<file path="config.mk">
export PLATFORM = sky130hd
export DESIGN_NAME = sparse_out_addr_gen_flat
export DESIGN_NICKNAME = d
export VERILOG_FILES = /design/src/rtl/sparse_addr_pkg.sv /design/src/rtl/sparse_out_addr_gen_if.sv /design/src/rtl/out_coord_axis.sv /design/src/rtl/sparse_out_addr_gen.sv /design/src/flat_wrapper.sv
export SDC_FILE = /design/constraint.sdc
export NUM_CORES = 1
export LEC_CHECK = 0
export BUFFER_PORTS_ARGS = -buffer_cell sky130_fd_sc_hd__buf_2
export CAP_MARGIN = 20
export CORE_ASPECT_RATIO = 1.5
export CORE_MARGIN = 3
export CORE_UTILIZATION = 35
export CTS_CLUSTER_SIZE = 20
export DETAILED_ROUTE_END_ITERATION = 12
export GPL_ROUTABILITY_DRIVEN = 0
export PLACE_DENSITY = 0.53
export SETUP_SLACK_MARGIN = 0.5
export SLEW_MARGIN = 20
export SYNTH_ARGS = -nofsm -noshare
export SYNTH_HDL_FRONTEND = slang
export SYNTH_SLANG_ARGS = --single-unit
</file>
<file path="constraint.sdc">
create_clock -name i_clk -period 7.1 [get_ports i_clk]
set_clock_uncertainty 0.05 [all_clocks]
set_input_delay 1.065 -clock i_clk [delete_from_list [all_inputs] [get_ports i_clk]]
set_output_delay 1.065 -clock i_clk [all_outputs]
set_load 0.02 [all_outputs]
</file>
<file path="src/rtl/sparse_addr_pkg.sv">
// Shared types and default widths for the sparse output-coordinate generator.
package sparse_addr_pkg;

    localparam int COORD_W_DEF = 7;
    localparam int K_W_DEF     = 3;
    localparam int MAX_LEN_DEF = 64;

    typedef logic [COORD_W_DEF-1:0] coord_t;
    typedef logic [K_W_DEF-1:0]     k_t;

    typedef enum logic [1:0] {IDLE, RUN, DONE} state_e;

endpackage

</file>
<file path="src/rtl/sparse_out_addr_gen_if.sv">
// Output coordinate stream towards the accumulator-buffer write stage.
interface sparse_out_addr_gen_if #(
    parameter int COORD_W = 7,
    parameter int K_W     = 3,
    parameter int IDX_W   = 6
);
    logic               valid;
    logic               ready;
    logic [COORD_W-1:0] oh;
    logic [COORD_W-1:0] ow;
    logic [K_W-1:0]     k;
    logic [IDX_W-1:0]   idx;

    modport master (output valid, oh, ow, k, idx, input ready);
    modport slave  (input valid, oh, ow, k, idx, output ready);
endinterface

</file>
<file path="src/rtl/out_coord_axis.sv">
// Single-axis scatter check: offset by padding, stride-grid test and output-plane bound.
module out_coord_axis #(
    parameter int COORD_W = 7
) (
    input  logic [COORD_W-1:0] x_i,
    input  logic [COORD_W-1:0] pad_i,
    input  logic [COORD_W-1:0] f_i,
    input  logic [COORD_W-1:0] bound_i,
    input  logic [1:0]         stride_log2_i,
    output logic               pass_o,
    output logic [COORD_W-1:0] coord_o
);
    localparam logic [COORD_W-1:0] ONE = 1;

    logic [COORD_W:0]   num;
    logic [COORD_W-1:0] mag;
    logic [COORD_W-1:0] mask;

    // Top bit of num is the sign of x + pad - f.
    assign num     = {1'b0, x_i} + {1'b0, pad_i} - {1'b0, f_i};
    assign mag     = num[COORD_W-1:0];
    assign mask    = (ONE << stride_log2_i) - ONE;
    assign coord_o = mag >> stride_log2_i;
    assign pass_o  = !num[COORD_W] && ((mag & mask) == '0) && (coord_o < bound_i);

endmodule

</file>
<file path="src/rtl/sparse_out_addr_gen.sv">
// Walks a compressed weight list for one activation and streams the surviving
// output coordinates; read -> capture (with bypass) -> output register.
module sparse_out_addr_gen
    import sparse_addr_pkg::*;
#(
    parameter  int COORD_W = COORD_W_DEF,
    parameter  int K_W     = K_W_DEF,
    parameter  int MAX_LEN = MAX_LEN_DEF,
    localparam int IDX_W   = $clog2(MAX_LEN)
) (
    input  logic                 i_clk,
    input  logic                 i_rst,
    input  logic                 i_start,
    input  logic [COORD_W-1:0]   i_h,
    input  logic [COORD_W-1:0]   i_w,
    input  logic [COORD_W-1:0]   i_pad,
    input  logic [1:0]           i_stride_log2,
    input  logic [COORD_W-1:0]   i_out_h,
    input  logic [COORD_W-1:0]   i_out_w,
    input  logic [IDX_W:0]       i_length,
    output logic                 o_w_rd_en,
    output logic [IDX_W-1:0]     o_w_addr,
    input  logic [COORD_W-1:0]   i_w_r,
    input  logic [COORD_W-1:0]   i_w_c,
    input  logic [K_W-1:0]       i_w_k,
    sparse_out_addr_gen_if.master out_if,
    output logic                 o_busy,
    output logic                 o_finish,
    output logic [IDX_W:0]       o_drop_cnt
);
    localparam logic [IDX_W:0] ONE = 1;

    typedef struct packed {
        logic [COORD_W-1:0] h;
        logic [COORD_W-1:0] w;
        logic [COORD_W-1:0] pad;
        logic [COORD_W-1:0] out_h;
        logic [COORD_W-1:0] out_w;
        logic [1:0]         stride_log2;
        logic [IDX_W:0]     len;
    } cfg_t;

    state_e             state_q, state_d;
    cfg_t               cfg_q, cfg_d;
    logic [IDX_W:0]     addr_q, addr_d, drop_q, drop_d;
    logic               rd_pend_q;
    logic [IDX_W-1:0]   rd_idx_q;
    logic               s1_v_q, s1_v_d;
    logic [COORD_W-1:0] s1_r_q, s1_r_d, s1_c_q, s1_c_d;
    logic [K_W-1:0]     s1_k_q, s1_k_d;
    logic [IDX_W-1:0]   s1_idx_q, s1_idx_d;
    logic               valid_q, valid_d;
    logic [COORD_W-1:0] oh_q, oh_d, ow_q, ow_d;
    logic [K_W-1:0]     k_q, k_d;
    logic [IDX_W-1:0]   idx_q, idx_d;

    logic               start_acc, s1_v, adv, rd_en, run_done, pass_h, pass_w;
    logic [COORD_W-1:0] s1_r, s1_c, coord_h, coord_w;
    logic [K_W-1:0]     s1_k;
    logic [IDX_W-1:0]   s1_idx;

    // Data returning this cycle is used directly; the register only holds it across a stall.
    assign s1_v   = rd_pend_q || s1_v_q;
    assign s1_r   = s1_v_q ? s1_r_q   : i_w_r;
    assign s1_c   = s1_v_q ? s1_c_q   : i_w_c;
    assign s1_k   = s1_v_q ? s1_k_q   : i_w_k;
    assign s1_idx = s1_v_q ? s1_idx_q : rd_idx_q;

    assign adv       = !valid_q || out_if.ready;
    assign start_acc = (state_q == IDLE) && i_start;
    assign rd_en     = (state_q == RUN) && (addr_q < cfg_q.len) && (!s1_v || adv);
    assign run_done  = (addr_q == cfg_q.len) && !s1_v && adv;

    out_coord_axis #(.COORD_W(COORD_W)) u_axis_h (
        .x_i(cfg_q.h), .pad_i(cfg_q.pad), .f_i(s1_r), .bound_i(cfg_q.out_h),
        .stride_log2_i(cfg_q.stride_log2), .pass_o(pass_h), .coord_o(coord_h)
    );

    out_coord_axis #(.COORD_W(COORD_W)) u_axis_w (
        .x_i(cfg_q.w), .pad_i(cfg_q.pad), .f_i(s1_c), .bound_i(cfg_q.out_w),
        .stride_log2_i(cfg_q.stride_log2), .pass_o(pass_w), .coord_o(coord_w)
    );

    always_comb begin
        // NOTE: every combinational output gets a default first so no latch is inferred.
        state_d = state_q;
        unique case (state_q)
            IDLE:    if (i_start) state_d = (i_length == '0) ? DONE : RUN;
            RUN:     if (run_done) state_d = DONE;
            DONE:    state_d = IDLE;
            default: state_d = IDLE;
        endcase
    end

    always_comb begin
        cfg_d    = cfg_q;
        addr_d   = addr_q;
        drop_d   = drop_q;
        s1_r_d   = s1_r_q;
        s1_c_d   = s1_c_q;
        s1_k_d   = s1_k_q;
        s1_idx_d = s1_idx_q;
        s1_v_d   = s1_v && !adv;
        valid_d  = valid_q;
        oh_d     = oh_q;
        ow_d     = ow_q;
        k_d      = k_q;
        idx_d    = idx_q;

        if (start_acc) begin
            cfg_d  = '{h: i_h, w: i_w, pad: i_pad, out_h: i_out_h, out_w: i_out_w,
                       stride_log2: i_stride_log2, len: i_length};
            addr_d = '0;
            drop_d = '0;
        end
        if (rd_en) addr_d = addr_q + ONE;
        if (rd_pend_q) begin
            s1_r_d   = i_w_r;
            s1_c_d   = i_w_c;
            s1_k_d   = i_w_k;
            s1_idx_d = rd_idx_q;
        end
        if (adv) begin
            if (s1_v && pass_h && pass_w) begin
                valid_d = 1'b1;
                oh_d    = coord_h;
                ow_d    = coord_w;
                k_d     = s1_k;
                idx_d   = s1_idx;
            end else begin
                valid_d = 1'b0;
                if (s1_v) drop_d = drop_q + ONE;
            end
        end
    end

    always_ff @(posedge i_clk or posedge i_rst) begin
        if (i_rst) begin
            state_q   <= IDLE;
            cfg_q     <= '0;
            addr_q    <= '0;
            drop_q    <= '0;
            rd_pend_q <= 1'b0;
            rd_idx_q  <= '0;
            s1_v_q    <= 1'b0;
            s1_r_q    <= '0;
            s1_c_q    <= '0;
            s1_k_q    <= '0;
            s1_idx_q  <= '0;
            valid_q   <= 1'b0;
            oh_q      <= '0;
            ow_q      <= '0;
            k_q       <= '0;
            idx_q     <= '0;
        end else begin
            // NOTE: sequential state uses nonblocking assignments so all registers update together.
            state_q   <= state_d;
            cfg_q     <= cfg_d;
            addr_q    <= addr_d;
            drop_q    <= drop_d;
            rd_pend_q <= rd_en;
            rd_idx_q  <= addr_q[IDX_W-1:0];
            s1_v_q    <= s1_v_d;
            s1_r_q    <= s1_r_d;
            s1_c_q    <= s1_c_d;
            s1_k_q    <= s1_k_d;
            s1_idx_q  <= s1_idx_d;
            valid_q   <= valid_d;
            oh_q      <= oh_d;
            ow_q      <= ow_d;
            k_q       <= k_d;
            idx_q     <= idx_d;
        end
    end

    assign o_w_rd_en  = rd_en;
    assign o_w_addr   = addr_q[IDX_W-1:0];
    assign o_busy     = (state_q != IDLE);
    assign o_finish   = (state_q == DONE);
    assign o_drop_cnt = drop_q;
    assign out_if.valid = valid_q;
    assign out_if.oh    = oh_q;
    assign out_if.ow    = ow_q;
    assign out_if.k     = k_q;
    assign out_if.idx   = idx_q;

endmodule
</file>
<file path="src/flat_wrapper.sv">
// flat-port wrapper written by rule: the top's interface ports become plain ports
module sparse_out_addr_gen_flat import sparse_addr_pkg::*;
#(
    parameter  int COORD_W = COORD_W_DEF,
    parameter  int K_W     = K_W_DEF,
    parameter  int MAX_LEN = MAX_LEN_DEF,
    localparam int IDX_W   = $clog2(MAX_LEN)
)
  (i_clk, i_rst, i_start, i_h, i_w, i_pad, i_stride_log2, i_out_h, i_out_w, i_length, o_w_rd_en, o_w_addr, i_w_r, i_w_c, i_w_k, o_busy, o_finish, o_drop_cnt, out_if_valid, out_if_oh, out_if_ow, out_if_k, out_if_idx, out_if_ready);
  sparse_out_addr_gen_if #(.COORD_W(COORD_W), .K_W(K_W)) out_if_i ();
  input  logic i_clk;
  input  logic i_rst;
  input  logic i_start;
  input  logic [COORD_W-1:0] i_h;
  input  logic [COORD_W-1:0] i_w;
  input  logic [COORD_W-1:0] i_pad;
  input  logic [1:0] i_stride_log2;
  input  logic [COORD_W-1:0] i_out_h;
  input  logic [COORD_W-1:0] i_out_w;
  input  logic [IDX_W:0] i_length;
  output logic o_w_rd_en;
  output logic [IDX_W-1:0] o_w_addr;
  input  logic [COORD_W-1:0] i_w_r;
  input  logic [COORD_W-1:0] i_w_c;
  input  logic [K_W-1:0] i_w_k;
  output logic o_busy;
  output logic o_finish;
  output logic [IDX_W:0] o_drop_cnt;
  output wire logic [$bits(out_if_i.valid)-1:0] out_if_valid;
  output wire logic [$bits(out_if_i.oh)-1:0] out_if_oh;
  output wire logic [$bits(out_if_i.ow)-1:0] out_if_ow;
  output wire logic [$bits(out_if_i.k)-1:0] out_if_k;
  output wire logic [$bits(out_if_i.idx)-1:0] out_if_idx;
  input wire logic [$bits(out_if_i.ready)-1:0] out_if_ready;
  assign out_if_valid = out_if_i.valid;
  assign out_if_oh = out_if_i.oh;
  assign out_if_ow = out_if_i.ow;
  assign out_if_k = out_if_i.k;
  assign out_if_idx = out_if_i.idx;
  assign out_if_i.ready = out_if_ready;
  sparse_out_addr_gen #(.COORD_W(COORD_W), .K_W(K_W), .MAX_LEN(MAX_LEN)) u_core (.i_clk(i_clk), .i_rst(i_rst), .i_start(i_start), .i_h(i_h), .i_w(i_w), .i_pad(i_pad), .i_stride_log2(i_stride_log2), .i_out_h(i_out_h), .i_out_w(i_out_w), .i_length(i_length), .o_w_rd_en(o_w_rd_en), .o_w_addr(o_w_addr), .i_w_r(i_w_r), .i_w_c(i_w_c), .i_w_k(i_w_k), .out_if(out_if_i), .o_busy(o_busy), .o_finish(o_finish), .o_drop_cnt(o_drop_cnt));
endmodule
</file>
* Yosys cells after proc, flatten, opt, wreduce, memory -nomap -nowiden
Index checks and enable logic that the tools add are counted.
Cells by class: shifts and indexed selects 3, reductions and logical operators 28, add/subtract/negate cells 7, eq/ne operators 5, magnitude comparators 3, mux-type cells 15, bitwise gates (word level) 2
Operator list (number):
- 2-to-1 mux 7 bit | 8
- zero test 7 bit | 3
- < comparator 7 bit | 3
- adder 7 x 7 -> 8 bit | 2
- subtractor 8 x 7 -> 8 bit | 2
- adder 7 x 1 -> 7 bit (second input constant) | 2
- bitwise AND 7 bit | 2
- >> shifter 7 x 2 -> 7 bit | 2
- logical AND 1 bit | 12
- == test 7 bit | 1
- left shift 1 x 2 -> 7 bit (first input constant) | 1
- subtractor 7 x 1 -> 7 bit (second input constant) | 1
- 2-to-1 mux 2 bit | 3
- 2-to-1 mux 6 bit | 1
- zero test 1 bit | 5
- case mux 2 bit (2 select lines) | 1
- AND reduction 2 bit | 2
- nonzero test 2 bit | 2
- logical OR 1 bit | 3
- 2-to-1 mux 3 bit | 1
- == test 2 x 1 -> 1 bit (second input constant) | 1
- == test 2 bit (second input constant) | 1
- zero test 2 bit | 1
- inequality test 2 x 1 -> 1 bit (second input constant) | 1
- other kinds (2) | 2
Word-level totals: flip-flop bits (word level) 115, output and inout port bits 40, word-level logic and storage cells 85, input bits 65

* Longest topological paths before layout
Gate-level depths: netlist (run 1).
depth after elaboration 10, depth in mapped cells 24

* By module
From an unflattened synthesis (run 1), not the netlist that was laid out.
Second synthesis, totals: cells, all modules 719, area total of the unflattened synthesis 6876.6 um^2
Modules (own cells, without submodules):
- sparse_out_addr_gen | cells each 454, area each 5022.3 um^2, sequential area each 2877.8 um^2, instances 1
- out_coord_axis at u_core.u_axis_h | cells each 137, area each 943.4 um^2, sequential area each 0.0 um^2, instances 1
- out_coord_axis at u_core.u_axis_w | cells each 128, area each 910.9 um^2, sequential area each 0.0 um^2, instances 1

* Worst setup path before layout (run 1)
OpenSTA, ideal clock, no wires.
kind reg-to-reg, start point register u_core.s1_v_q, end point register u_core.idx_q[5] (netlist: u_core.out_if.idx[5]), arrival time 5.650 ns, clock period less this slack 5.825 ns, library setup time 0.125 ns, required time 6.925 ns, slack 1.275 ns, stages on the path, launching flop included 23, buffers on the path 4, cells stage by stage dfrtp_1 -> clkbuf_1 -> buf_1 -> buf_1 -> mux2_2 -> fa_1 -> inv_1 -> ha_1 -> nor2_1 -> nor3b_1 -> o22ai_1 -> xnor2_1 -> o21ai_0 -> nor2_1 -> ha_1 -> nand3_1 -> nand4_1 -> or4_1 -> a221oi_2 -> nand4_1 -> nor2_4 -> buf_6 -> mux2_2
Between the ends: elaborated cells on any way between the ends 23
RTL lines:
- start, declared | line sparse_out_addr_gen.sv:48 | logic s1_v_q, s1_v_d;
- start signal, assigned | line sparse_out_addr_gen.sv:163 | s1_v_q <= s1_v_d;
- 2-to-1 mux 7 bit | line sparse_out_addr_gen.sv:65 | assign s1_c = s1_v_q ? s1_c_q : i_w_c;
- subtractor 8 x 7 -> 8 bit | line out_coord_axis.sv:20 | assign num = {1'b0, x_i} + {1'b0, pad_i} - {1'b0, f_i};
- >> shifter 7 x 2 -> 7 bit | line out_coord_axis.sv:23 | assign coord_o = mag >> stride_log2_i;
- named net u_core.coord_w[5] | line sparse_out_addr_gen.sv:58 | logic [COORD_W-1:0] s1_r, s1_c, coord_h, coord_w;
- < comparator 7 bit | line out_coord_axis.sv:24 | assign pass_o = !num[COORD_W] && ((mag & mask) == '0) && (coord_o < bound_i);
- logical AND 1 bit | line out_coord_axis.sv:24
- logical AND 1 bit | line sparse_out_addr_gen.sv:124 | if (s1_v && pass_h && pass_w) begin
- AND reduction 2 bit (no source line)
- end signal, assigned | line sparse_out_addr_gen.sv:172 | idx_q <= idx_d;
- end, declared | line sparse_out_addr_gen.sv:55 | logic [IDX_W-1:0] idx_q, idx_d;
The timed path passes the listed nets, and every way through them passes these cells. A chain may end at the register's enable or synchronous reset.

* Worst setup path after layout (run 1)
start point register u_core.s1_v_q, end point register u_core.idx_q[2] (netlist: u_core.out_if.idx[2])
Same word-level chain as after synthesis.

==> summary.md, run 1 <==
| Metric | Value |
|---|---|
| RSZ-0062 raised after global routing | no |
| Antenna cells | 0 |
| Clock-pin slew on the worst setup and hold paths | 60 ps |
| # Post-CTS Setup Buffers | 0 |
| TritonRoute pass-1 iters | 5 |
| Critical R2R Launch | u_core.s1_v_q |
| Number of global-route vias before repair | 5605 |
| Worst path top cell family by delay | simple AND/OR/NAND/NOR gates |
| Hold-fix buffers at CTS | 0 |
| Asr flop ratio synth | 1.00 |
| Post-Synth XOR/XNOR Area | 0.0144 |
| Fillers | 1840 |
| Overall fraction of global-route tracks in use | 0.172 |
| Synth Area per Inst | 9.95 sq um |
| Worst Path Arrival | 6510 ps |
| Share of cells above drive strength 1 | 0.280 |
| CP max stage delay | 860 ps |
| Port Buf Inserts | 104 |
| CP startpoint kind | flop |
| Fmax achieved | 160 MHz |
| CP startpoint | u_core.s1_v_q |
| Synth Area in Compound Gates | 0.112 |
| First-pass GRT wire length | 28400 um |
| CP Max Fanout | 23 |
| Total Nets Final | 885 |
| Core Area | 0.0187 sq mm |
| Longest Clk Path Bufs | 2 |
| Kind of critical path | flop to flop |
| CTS tree | yes |
| Final Slew Violations | 0 |
| CP max stage cell | dfrtp_1 |
| Final hold vios | 0 |
| Area Growth Syn to Fin | 19.8% |
| # H-tree levels | 4 |
| Setup Viol. Count Final | 0 |
| Largest net degree at the start of global routing | 60 |
| Drt initial violations | 190 |
| Root buffer cell | clkbuf_16 |
| Critical Path End Type | flop |
| Die H | 176 um |
| Post-synthesis mux area share | 0.131 |
| Worst-margin pin slew | 801 ps |
| Die Area | 0.0209 sq mm |
| Die X | 119 um |
| WL final | 17500 um |
| Main synth FF type | dfrtp_1 |
| Yosys cell types | 58 |
| Seq cells post-synth | 115 |
| # IOs | 105 |
| Slew headroom | 0.466 |
| Post-synth EDFFs | 0 |
| Ys Warns | 0 |
| Worst Path Buf+Inv | 2 |
| Period Utilization, post-route | 0.883 |
| DR WL/cell | 17.0 um |
| Site Rows | 61 |
| Resized cells post-CTS | 0 |
| Main combinational cell family by area after synthesis | simple AND/OR/NAND/NOR gates |
| Outcome | finished clean |
| Sequential fraction of the synthesis area | 0.429 |
| Min Clock Period, post-route | 6270 ps |
| Detail Placement HPWL | 13300 um |
| Simple-Gate Fraction of Synth Area | 0.132 |
| Maxcap violations | 0 |
| Initial antenna violation count | 0 |
| Adder-cell share of the synthesized area | 0.113 |
| HP Class | flop to flop |
| Worst-skew pair later-pin latency | 420 ps |
| Via/cell ratio | 5.03 |
| Syn Inst Count | 674 |
| Post-route ant nets | 0 |
| DRC viols | 0 |
| Mapped Area | 0.00671 sq mm |
| Initial core utilization | 0.359 |
| Crit-path cells | mux2_2, fa_1, inv_1, ha_1, a211oi_1, nor3b_1, buf_4, o22ai_1, xnor2_1, mux2i_1, o21ai_0, ha_1, and4_1, or4_1, a221oi_2, nand4_1, nor2_4, mux2_2 |
| Clock sinks | 115 |
| Post-route setup TNS | 0 ps |
| Hold path startpoint | u_core.state_q[1] |
| Gr ovfl total | 0 |
| Critical Path RT | 7340 ps |
| Clock buffer count from CTS | 17 |
| Post-Syn Nets | 791 |
| Vias | 5195 |
-- kinds of logic (layout without fill, tap and decap cells) --
group                      Yosys count  after routing
AOI/OAI and AO/OA                  121            121
DFF                                115            115
buffers and inverters              112            219
adders and majority gates           52             52
muxes                               79             79
and+or+nand+nor                    184            184
xor gates and xnor gates            11             11
-- path summary, 6_finish.rpt --
check / slack [ps] / to / cells after the start
hold reg to reg: 420 / u_core.state_q[1] / 1
min in group asynchronous: 730 / u_core.cfg_q[4] / 2
max in group asynchronous: 4990 / u_core.cfg_q[17] / 3
setup reg to reg: 830 / u_core.out_if.idx[2] / 18
hold / removal: 420 / u_core.state_q[1] / 1
setup / recovery: 830 / u_core.out_if.idx[2] / 18
-- cell usage after synthesis, drive strengths merged (4+ instances only) --
cell type	n	area, sq um
nor3b	4	30.0
nor3	8	40.0
o21ai	62	310
and3	6	37.5
nor2b	8	50.1
xnor2	8	70.1
buf	13	88.8
inv	78	293
nand2	78	293
nand4	7	43.8
dfrtp	115	2880
or2	7	43.8
nand3	17	85.1
nand2b	4	25.0
a21oi	15	75.1
or3	6	37.5
o22ai	5	31.3
ha	38	475
fa	14	280
a211oi	6	45.0
clkbuf	21	78.8
mux2i	11	110
nor2	26	105
mux2	68	766
-- layout by cell type, fill, tap and decap left out, types with 5 or more instances in the layout --
master and instances:
inv_1 77, nor2_1 25, or2_2 5, or3_1 6, nor2b_1 8, buf_2 104, clkbuf_16 17, mux2_2 67
o22ai_1 5, nand2_1 78, o21ai_0 58, a21oi_1 15, and3_1 6, buf_4 5, dfrtp_1 115, ha_1 38
mux2i_1 11, xnor2_1 8, a211oi_1 6, nor3_1 8, fa_1 14, nand4_1 7, nand3_1 17
-- registers in the layout, indices dropped and copies added (netlist names) --
register             count
u_core.s1_c_q            7
u_core.out_if.valid      1
u_core.o_drop_cnt        7
u_core.s1_idx_q          6
u_core.rd_pend_q         1
u_core.out_if.k          3
u_core.out_if.idx        6
u_core.s1_r_q            7
u_core.cfg_q            44
u_core.state_q           2
u_core.s1_k_q            3
u_core.s1_v_q            1
u_core.out_if.oh         7
u_core.addr_q            7
u_core.out_if.ow         7
u_core.rd_idx_q          6
-- final cells by class --
class | instances | area (sq um) | area share
multi-input cells | 447 | 3370 | 0.419
clock inverters | 12 | 154 | 0.0191
well taps | 252 | 315 | 0.0392
flip-flops and latches | 115 | 2880 | 0.358
repair buffers | 109 | 558 | 0.0694
inverters | 78 | 295 | 0.0367
clock buffers | 20 | 467 | 0.0581
-- routing by layer --
metal / global-route usage / vias to the layer above / routed length [um]
li1: - / 2489 / -
met1: 0.185 / 2564 / 6720
met2: 0.329 / 114 / 9790
met3: 0.0345 / 28 / 678
met4: 0.0633 / 0 / 350
met5: 0 / - / 0
-- through the flow --
stage / cells / setup slack, ps / hold WS [ps] / area (sq um) / utilization
after floorplan: 674 / 1280 / 380 / 6710 / -
after global placement: 1001 / 783 / 408 / 7420 / 0.397
after detailed placement: 1001 / 687 / 411 / 7420 / 0.397
after CTS: 1033 / 787 / 422 / 8040 / 0.430
after global routing: 1033 / 531 / 441 / 8040 / 0.430
final: 1033 / 834 / 424 / 8040 / 0.430
Power of run 1 is left out: the tool's default activity adds up to more than one toggle a clock period on the data nets, which glitch-free logic cannot reach.
==> inputs of run 2 (changes only) <==
==> constraint.sdc (replaced) <==
create_clock -name i_clk -period 7.3 [get_ports i_clk]
set_clock_uncertainty 0.05 [all_clocks]
set_input_delay 1.095 -clock i_clk [delete_from_list [all_inputs] [get_ports i_clk]]
set_output_delay 1.095 -clock i_clk [all_outputs]
set_load 0.02 [all_outputs]
==> run 2 against run 1 <==
Effect of this change: sequential cell count is the same; register-to-register slack gained 270 ps; hold slack gained 5.6 ps; count of clock-buffer cells in the layout shrank 1; sequential share of layout area is essentially flat; first-iteration DRC count shrank 3.2%; highest routed layer is now met5; setup slack gained 270 ps; design area is essentially flat; final cell count is essentially flat; non-clock buffer count is the same; global-route usage grew 0.15 points; core utilization is essentially flat.
==> summary.md, run 2 (synthesized netlist as in run 1, its figures left out) <==
| Metric | Value |
|---|---|
| Gr ovfl total | 0 (unchanged) |
| Min Clock Period, post-route | 6190 ps (-72.8 ps) |
| Worst-skew pair later-pin latency | 420 ps (about the same) |
| First-pass GRT wire length | 28600 um (+0.78%) |
| Total Nets Final | 886 (+0.11%) |
| Critical R2R Launch | u_core.s1_v_q |
| Site Rows | 61 (unchanged) |
| Largest net degree at the start of global routing | 61 (+1.7%) |
| Hold WS | 430 ps (+5.65 ps) |
| Number of global-route vias before repair | 5618 (+0.23%) |
| Area Growth Syn to Fin | 19.7% (about the same) |
| Reg with most FFs | u_core.cfg_q |
| Critical Path RT | 7540 ps (+200 ps) |
| CP startpoint | u_core.s1_v_q |
| Maxcap violations | 0 (unchanged) |
| Outcome | finished clean |
| Vias | 5205 (+0.19%) |
| Max reg flops | 44 (unchanged) |
| RSZ-0062 raised after global routing | no |
| Setup Viol. Count Final | 0 (unchanged) |
| Period Utilization, post-route | 0.848 (-0.0341) |
| DR WL/cell | 17.1 um (+1.0%) |
| Kind of critical path | flop to flop |
| Detail Placement HPWL | 13300 um (about the same) |
| Fin util | 0.430 (about the same) |
| CP startpoint kind | flop |
| Slew headroom | 0.451 (-0.0144) |
| CTS tree | yes |
| Share of cells above drive strength 1 | 0.281 (+0.000920) |
| # IOs | 105 (unchanged) |
| Clock-pin slew on the worst setup and hold paths | 60 ps (about the same) |
| Antenna cells | 0 (unchanged) |
| Post-route setup TNS | 0 ps (unchanged) |
| Via/cell ratio | 5.03 (about the same) |
| Reg2reg end | u_core.out_if.idx[0] |
| # H-tree levels | 4 (unchanged) |
| Overall fraction of global-route tracks in use | 0.174 (+0.00149) |
| DRC viols | 0 (unchanged) |
| Die X | 119 um (unchanged) |
| Final Slew Violations | 0 (unchanged) |
| WL final | 17700 um (+1.1%) |
| R2R depth | 19 (+1) |
| Longest Clk Path Bufs | 2 (unchanged) |
| Worst-margin pin slew | 823 ps (+21.7 ps) |
| CP endpoint | u_core.out_if.idx[0] |
| Die H | 176 um (unchanged) |
| Post-route ant nets | 0 (unchanged) |
| Clock buffer count from CTS | 17 (unchanged) |
| Die Area | 0.0209 sq mm (unchanged) |
| Worst R2R Setup Slack | 1110 ps (+270 ps) |
| Most frequent cells in the layout | dfrtp_1, buf_2, nand2_1, inv_1, mux2_2 |
| Area post-placement | 0.00742 sq mm (unchanged) |
| Port Buf Inserts | 104 (unchanged) |
| Worst Path Arrival | 6430 ps (-80 ps) |
| Fin area | 0.00803 sq mm (about the same) |
| Root buffer cell | clkbuf_16 |
| Drt initial violations | 184 (-3.2%) |
| Initial antenna violation count | 1 (+1) |
| Clock sinks | 115 (unchanged) |
| Fmax achieved | 161 MHz (+1.2%) |
| HP Class | flop to flop |
| Fillers | 1833 (-0.38%) |
| Core Area | 0.0187 sq mm (unchanged) |
| Initial core utilization | 0.359 (unchanged) |
| Critical Path End Type | flop |
| Final hold vios | 0 (unchanged) |
| Sequential Area | 0.00288 sq mm (about the same) |
| Commonest non-fill, non-tap cell in the layout | dfrtp_1 |
| Area taken by multi-input logic gates | 0.00338 sq mm (+0.33%) |
| TritonRoute pass-1 iters | 4 (-1) |
| CP Max Fanout | 14 (-39%) |
-- run 2: changes by cell type in the layout (fill, tap and decap cells not counted) --
| cell | delta |
|---|---|
| clkinv_2 | +1 |
| clkbuf_1 | +1 |
| dfrtp_2 | +1 |
| dfrtp_1 | -1 |
| clkbuf_8 | -2 |
| nor2_4 | +1 |
-- run 2: critical path, stage by stage (launching register included) --
cell      delay [ps]
dfrtp_2          610
buf_4            300
mux2_2           360
ha_1             270
inv_1             60
ha_1             150
inv_1             50
fa_1             440
nor2b_1          280
o21ai_0          260
xnor2_1          300
mux2i_1          140
o21ai_0          320
ha_1             300
and4_1           150
or4_1            500
a221oi_2         280
nand4_1          320
nor2_4           500
mux2_2           400
-- run 2: timing repair --
item,4_1_cts,5_1_grt
endpoints found under the hold margin,0,0
gates resized for setup,0,2
hold buffers,0,0
endpoints found under the setup margin,0,22
setup buffers,0,0
-- run 2: final cells by class --
cell class	instances	share of cell area
inverter	78	0.0368
tap	252	0.0393
clock inverter	13	0.0198
sequential	115	0.358
timing repair buffer	109	0.0695
multi-input combinational	448	0.421
clock buffer	19	0.0551
-- run 2: how the worst min path moves through the flow --
stage | cells after the start | to | start
floorplan | 1 | u_core.state_q[1] | u_core.state_q[1]
global placement | 1 | u_core.state_q[1] | u_core.state_q[1]
detailed placement | 1 | u_core.state_q[1] | u_core.state_q[1]
CTS | 1 | u_core.state_q[1] | u_core.state_q[1]
global route | 1 | u_core.state_q[1] | u_core.state_q[1]
finish | 1 | u_core.state_q[1] | u_core.state_q[1]
-- run 2: routing by layer --
metal / routed length (um) / GRT usage / vias to the layer above / part of all wire
met3: 603 / 0.0341 / 30 / 0.034
met4: 500 / 0.0710 / 2 / 0.028
li1: - / - / 2493 / -
met5: 9 / 0 / - / 0.00051
met2: 9760 / 0.326 / 98 / 0.55
met1: 6860 / 0.189 / 2582 / 0.39
-- run 2: per-stage QoR --
stage          setup WS, ps  instances
3_5_place_dp            791       1001
6_report               1110       1034
4_1_cts                 870       1033
2_1_floorplan          1480        674
3_3_place_gp            890       1001
5_1_grt                 690       1034
Power of run 2 is left out for the same reason.
==> inputs of run 3 (changes only) <==
--- a/config.mk
+++ b/config.mk
@@ -5,6 +5,7 @@
 export SDC_FILE = /design/constraint.sdc
 export NUM_CORES = 1
 export LEC_CHECK = 0
+export ABC_AREA = 1
 export BUFFER_PORTS_ARGS = -buffer_cell sky130_fd_sc_hd__buf_2
 export CAP_MARGIN = 20
 export CORE_ASPECT_RATIO = 1.5
==> constraint.sdc (replaced) <==
create_clock -name i_clk -period 5.7 [get_ports i_clk]
set_clock_uncertainty 0.05 [all_clocks]
set_input_delay 0.855 -clock i_clk [delete_from_list [all_inputs] [get_ports i_clk]]
set_output_delay 0.855 -clock i_clk [all_outputs]
set_load 0.02 [all_outputs]
==> run 3 against run 2 <==
Effect of this change: count of clock-buffer cells in the layout fell by 1; wire length shrank 3.4%; hold slack got worse by 7.7 ps; critical path type unchanged; sequential cell count is the same; non-clock buffer count unchanged; register-to-register slack got worse by 90 ps; core utilization shrank 0.16 points; synthesized cell count rose by 27%; fmax is 32% higher; design area barely moved.
==> summary.md, run 3 <==
| Metric | Value |
|---|---|
| Outcome | finished clean |
| Die X | 120 um (+0.54%) |
| Worst Path Buf+Inv | 1 (-2) |
| Share of cells above drive strength 1 | 0.172 (-0.109) |
| Vias | 5619 (+8.0%) |
| Root buffer cell | clkbuf_16 |
| Post-route ant nets | 0 (unchanged) |
| Port Buf Inserts | 104 (unchanged) |
| Min Clock Period, post-route | 4680 ps (-1510 ps) |
| Number of global-route vias before repair | 5697 (+1.4%) |
| P_int | 2.97 mW |
| Initial antenna violation count | 1 (unchanged) |
| Gr ovfl total | 0 (unchanged) |
| Peak VDD IR | 0.317 mV |
| Placed cells | 1183 (+18%) |
| Leading area contributor after synthesis | dfrtp_1 |
| Yosys top cell area share | 0.424 (-0.00483) |
| Sequential fraction of the synthesis area | 0.424 (-0.00483) |
| Die Area | 0.0211 sq mm (+1.1%) |
| Overall power | 5.84 mW |
| Final Slew Violations | 0 (unchanged) |
| Period Utilization, post-route | 0.822 (-0.0267) |
| Reg2reg end | u_core.out_if.oh[0] |
| Worst setup margin | 1020 ps (-90.0 ps) |
| Seq cells post-synth | 115 (unchanged) |
| Kind of critical path | flop to flop |
| CP max stage cell | dfrtp_4 |
| Via/cell ratio | 4.62 (-8.1%) |
| Final hold vios | 0 (unchanged) |
| Post-route setup TNS | 0 ps (unchanged) |
| Maxcap violations | 0 (unchanged) |
| Synth Area per Inst | 7.90 sq um (-21%) |
| Dpl ws | 521 ps (-270 ps) |
| Overall fraction of global-route tracks in use | 0.172 (-0.00166) |
| Fin util | 0.428 (-0.00161) |
| CP startpoint kind | flop |
| Drt initial violations | 222 (+21%) |
| RSZ-0062 raised after global routing | no |
| Sw Ratio | 0.491 |
| Area taken by multi-input logic gates | 0.00317 sq mm (-6.1%) |
| # IOs | 105 (unchanged) |
| Worst-margin pin slew | 846 ps (+22.6 ps) |
| HP Class | flop to flop |
| Clock-pin slew on the worst setup and hold paths | 60 ps (about the same) |
| Area post-placement | 0.00746 sq mm (+0.54%) |
| DRC viols | 0 (unchanged) |
| Hold WS | 422 ps (-7.67 ps) |
| Clock share of power | 0.170 |
| Worst Path Arrival | 4950 ps (-1480 ps) |
| Clock buffer count from CTS | 17 (unchanged) |
| Detail Placement HPWL | 12900 um (-3.2%) |
| Syn Inst Count | 859 (+27%) |
| Site Rows | 61 (unchanged) |
| Asr flop ratio synth | 1.00 (unchanged) |
| Post-Syn Nets | 976 (+23%) |
| Hold Path End | u_core.out_if.oh[2] |
| Core Area | 0.0188 sq mm (+0.41%) |
| Reg with most FFs | u_core.cfg_q |
| First-pass GRT wire length | 28300 um (-1.0%) |
| Main synth FF type | dfrtp_1 |
| CTS tree | yes |
| Worst R2R Setup Slack | 1020 ps (-90 ps) |
| Switching pwr | 2.87 mW |
| Total Nets Final | 1068 (+21%) |
| Setup Viol. Count Final | 0 (unchanged) |
| CP max stage delay | 590 ps (-20 ps) |
| Sequential Area | 0.00288 sq mm (about the same) |
| Cell with the most instances after synthesis | nand2_1 |
| Critical Path End Type | flop |
| DR WL/cell | 14.1 um (-18%) |
| Die H | 177 um (+0.55%) |
| Worst hold path cell count | 2 (+1) |
| Clock sinks | 115 (unchanged) |
| Non-filler instance count after layout | 1215 (+18%) |
| Synth top area cells | dfrtp_1, nand2_1, inv_1 |
| # Post-CTS Setup Buffers | 0 (unchanged) |
| Mapped Area | 0.00678 sq mm (+1.1%) |
| Critical Path RT | 5960 ps (-1580 ps) |
| Slew headroom | 0.436 (-0.0151) |
| Leakage | 4.28 nW |
| TritonRoute pass-1 iters | 5 (+1) |
| Fin area | 0.00803 sq mm (about the same) |
| Fillers | 1967 (+7.3%) |
| WL final | 17100 um (-3.4%) |
| Area Growth Syn to Fin | 18.4% |
| Ys Warns | 0 (unchanged) |
| Most frequent CP cell | nand2_1 |
| Most frequent cells in the layout | nand2_1, inv_1, dfrtp_1, buf_2, o21ai_0 |
| Longest Clk Path Bufs | 2 (unchanged) |
| Largest net degree at the start of global routing | 89 (+46%) |
| Antenna cells | 0 (unchanged) |
| R2R depth | 27 (+8) |
| PD cells | 727 mW/mm^2 |
| Initial core utilization | 0.361 (+0.00261) |
| Top post-synthesis cells by count | nand2_1, inv_1, dfrtp_1, o21ai_0 |
| Post-synth EDFFs | 0 (unchanged) |
| # H-tree levels | 4 (unchanged) |
| Critical R2R Launch | u_core.s1_v_q |
| Commonest non-fill, non-tap cell in the layout | nand2_1 |
| Seq pwr share | 0.234 |
| Max reg flops | 44 (unchanged) |
| CP Max Fanout | 27 (+13) |
| Worst-skew pair later-pin latency | 420 ps (about the same) |
| CP startpoint | u_core.s1_v_q |
| Fmax achieved | 214 MHz (+32%) |
| Hold path startpoint | u_core.out_if.oh[2] |
| Yosys cell types | 41 (-29%) |
| Worst path top cell family by delay | simple AND/OR/NAND/NOR gates |
| Comb pwr share | 0.596 |
-- run 3: cell count changes after synthesis, sizes merged, moves of 8 or more --
cell	delta
nand2	+151
inv	+68
mux2	-68
nand3	+36
nor2	+28
a21oi	+21
o21ai	+18
mux2i	-11
nor2b	-8
-- run 3: final cells by class --
| class | count | area share |
|---|---|---|
| Inverter | 147 | 0.0690 |
| Timing Repair Buffer | 109 | 0.0695 |
| Clock buffer | 18 | 0.0547 |
| Tap cell | 252 | 0.0392 |
| Multi-Input combinational cell | 561 | 0.395 |
| Sequential cell | 115 | 0.359 |
| Clock inverter | 13 | 0.0139 |
-- run 3: logic make-up after synthesis --
group,after synthesis,share of synthesized area
flip-flops,115,0.424
adder cells (fa/ha/maj),52,0.111
AND/OR/NAND/NOR,360,0.231
AO/OA/AOI/OAI,140,0.111
XOR/XNOR,8,0.0103
buffers and inverters,184,0.112
-- run 3: how the worst max path moves through the flow --
| stage | to | cells past startpoint |
|---|---|---|
| floorplan | u_core.out_if.idx[0] | 29 |
| global placement | u_core.out_if.idx[3] | 28 |
| detailed placement | u_core.out_if.idx[2] | 28 |
| CTS | u_core.out_if.idx[2] | 26 |
| global route | u_core.out_if.k[0] | 27 |
| finish | u_core.out_if.oh[0] | 27 |
-- run 3: metal layers --
layer,share of wire,vias to the layer above,track usage,wire [um]
met2,0.53,98,0.304,9080
met3,0.033,21,0.0369,559
li1,-,2901,-,-
met4,0.020,2,0.0717,343
met1,0.42,2597,0.203,7140
met5,0.00053,-,0,9
-- run 3: worst min-delay path: stages, from the launching register on --
cell	delay, ps
dfrtp_1	340
nand2_1	50
nand2_1	50
-- run 3: power by group through the flow --
stage	registers [mW]	logic, mW	clock network [mW]
after floorplan	1.40	2.57	0
after global placement	1.38	3.46	0
after detailed placement	1.38	3.49	0
after CTS	1.37	3.51	1.03
after global routing	1.41	4.04	1.06
final	1.37	3.48	0.996
-- run 3: repair_timing --
item / in CTS / in global routing
hold buffers: 0 / 0
resized for setup: 0 / 4
setup endpoints to repair: 0 / 31
Power figures use the tool's default switching activity.
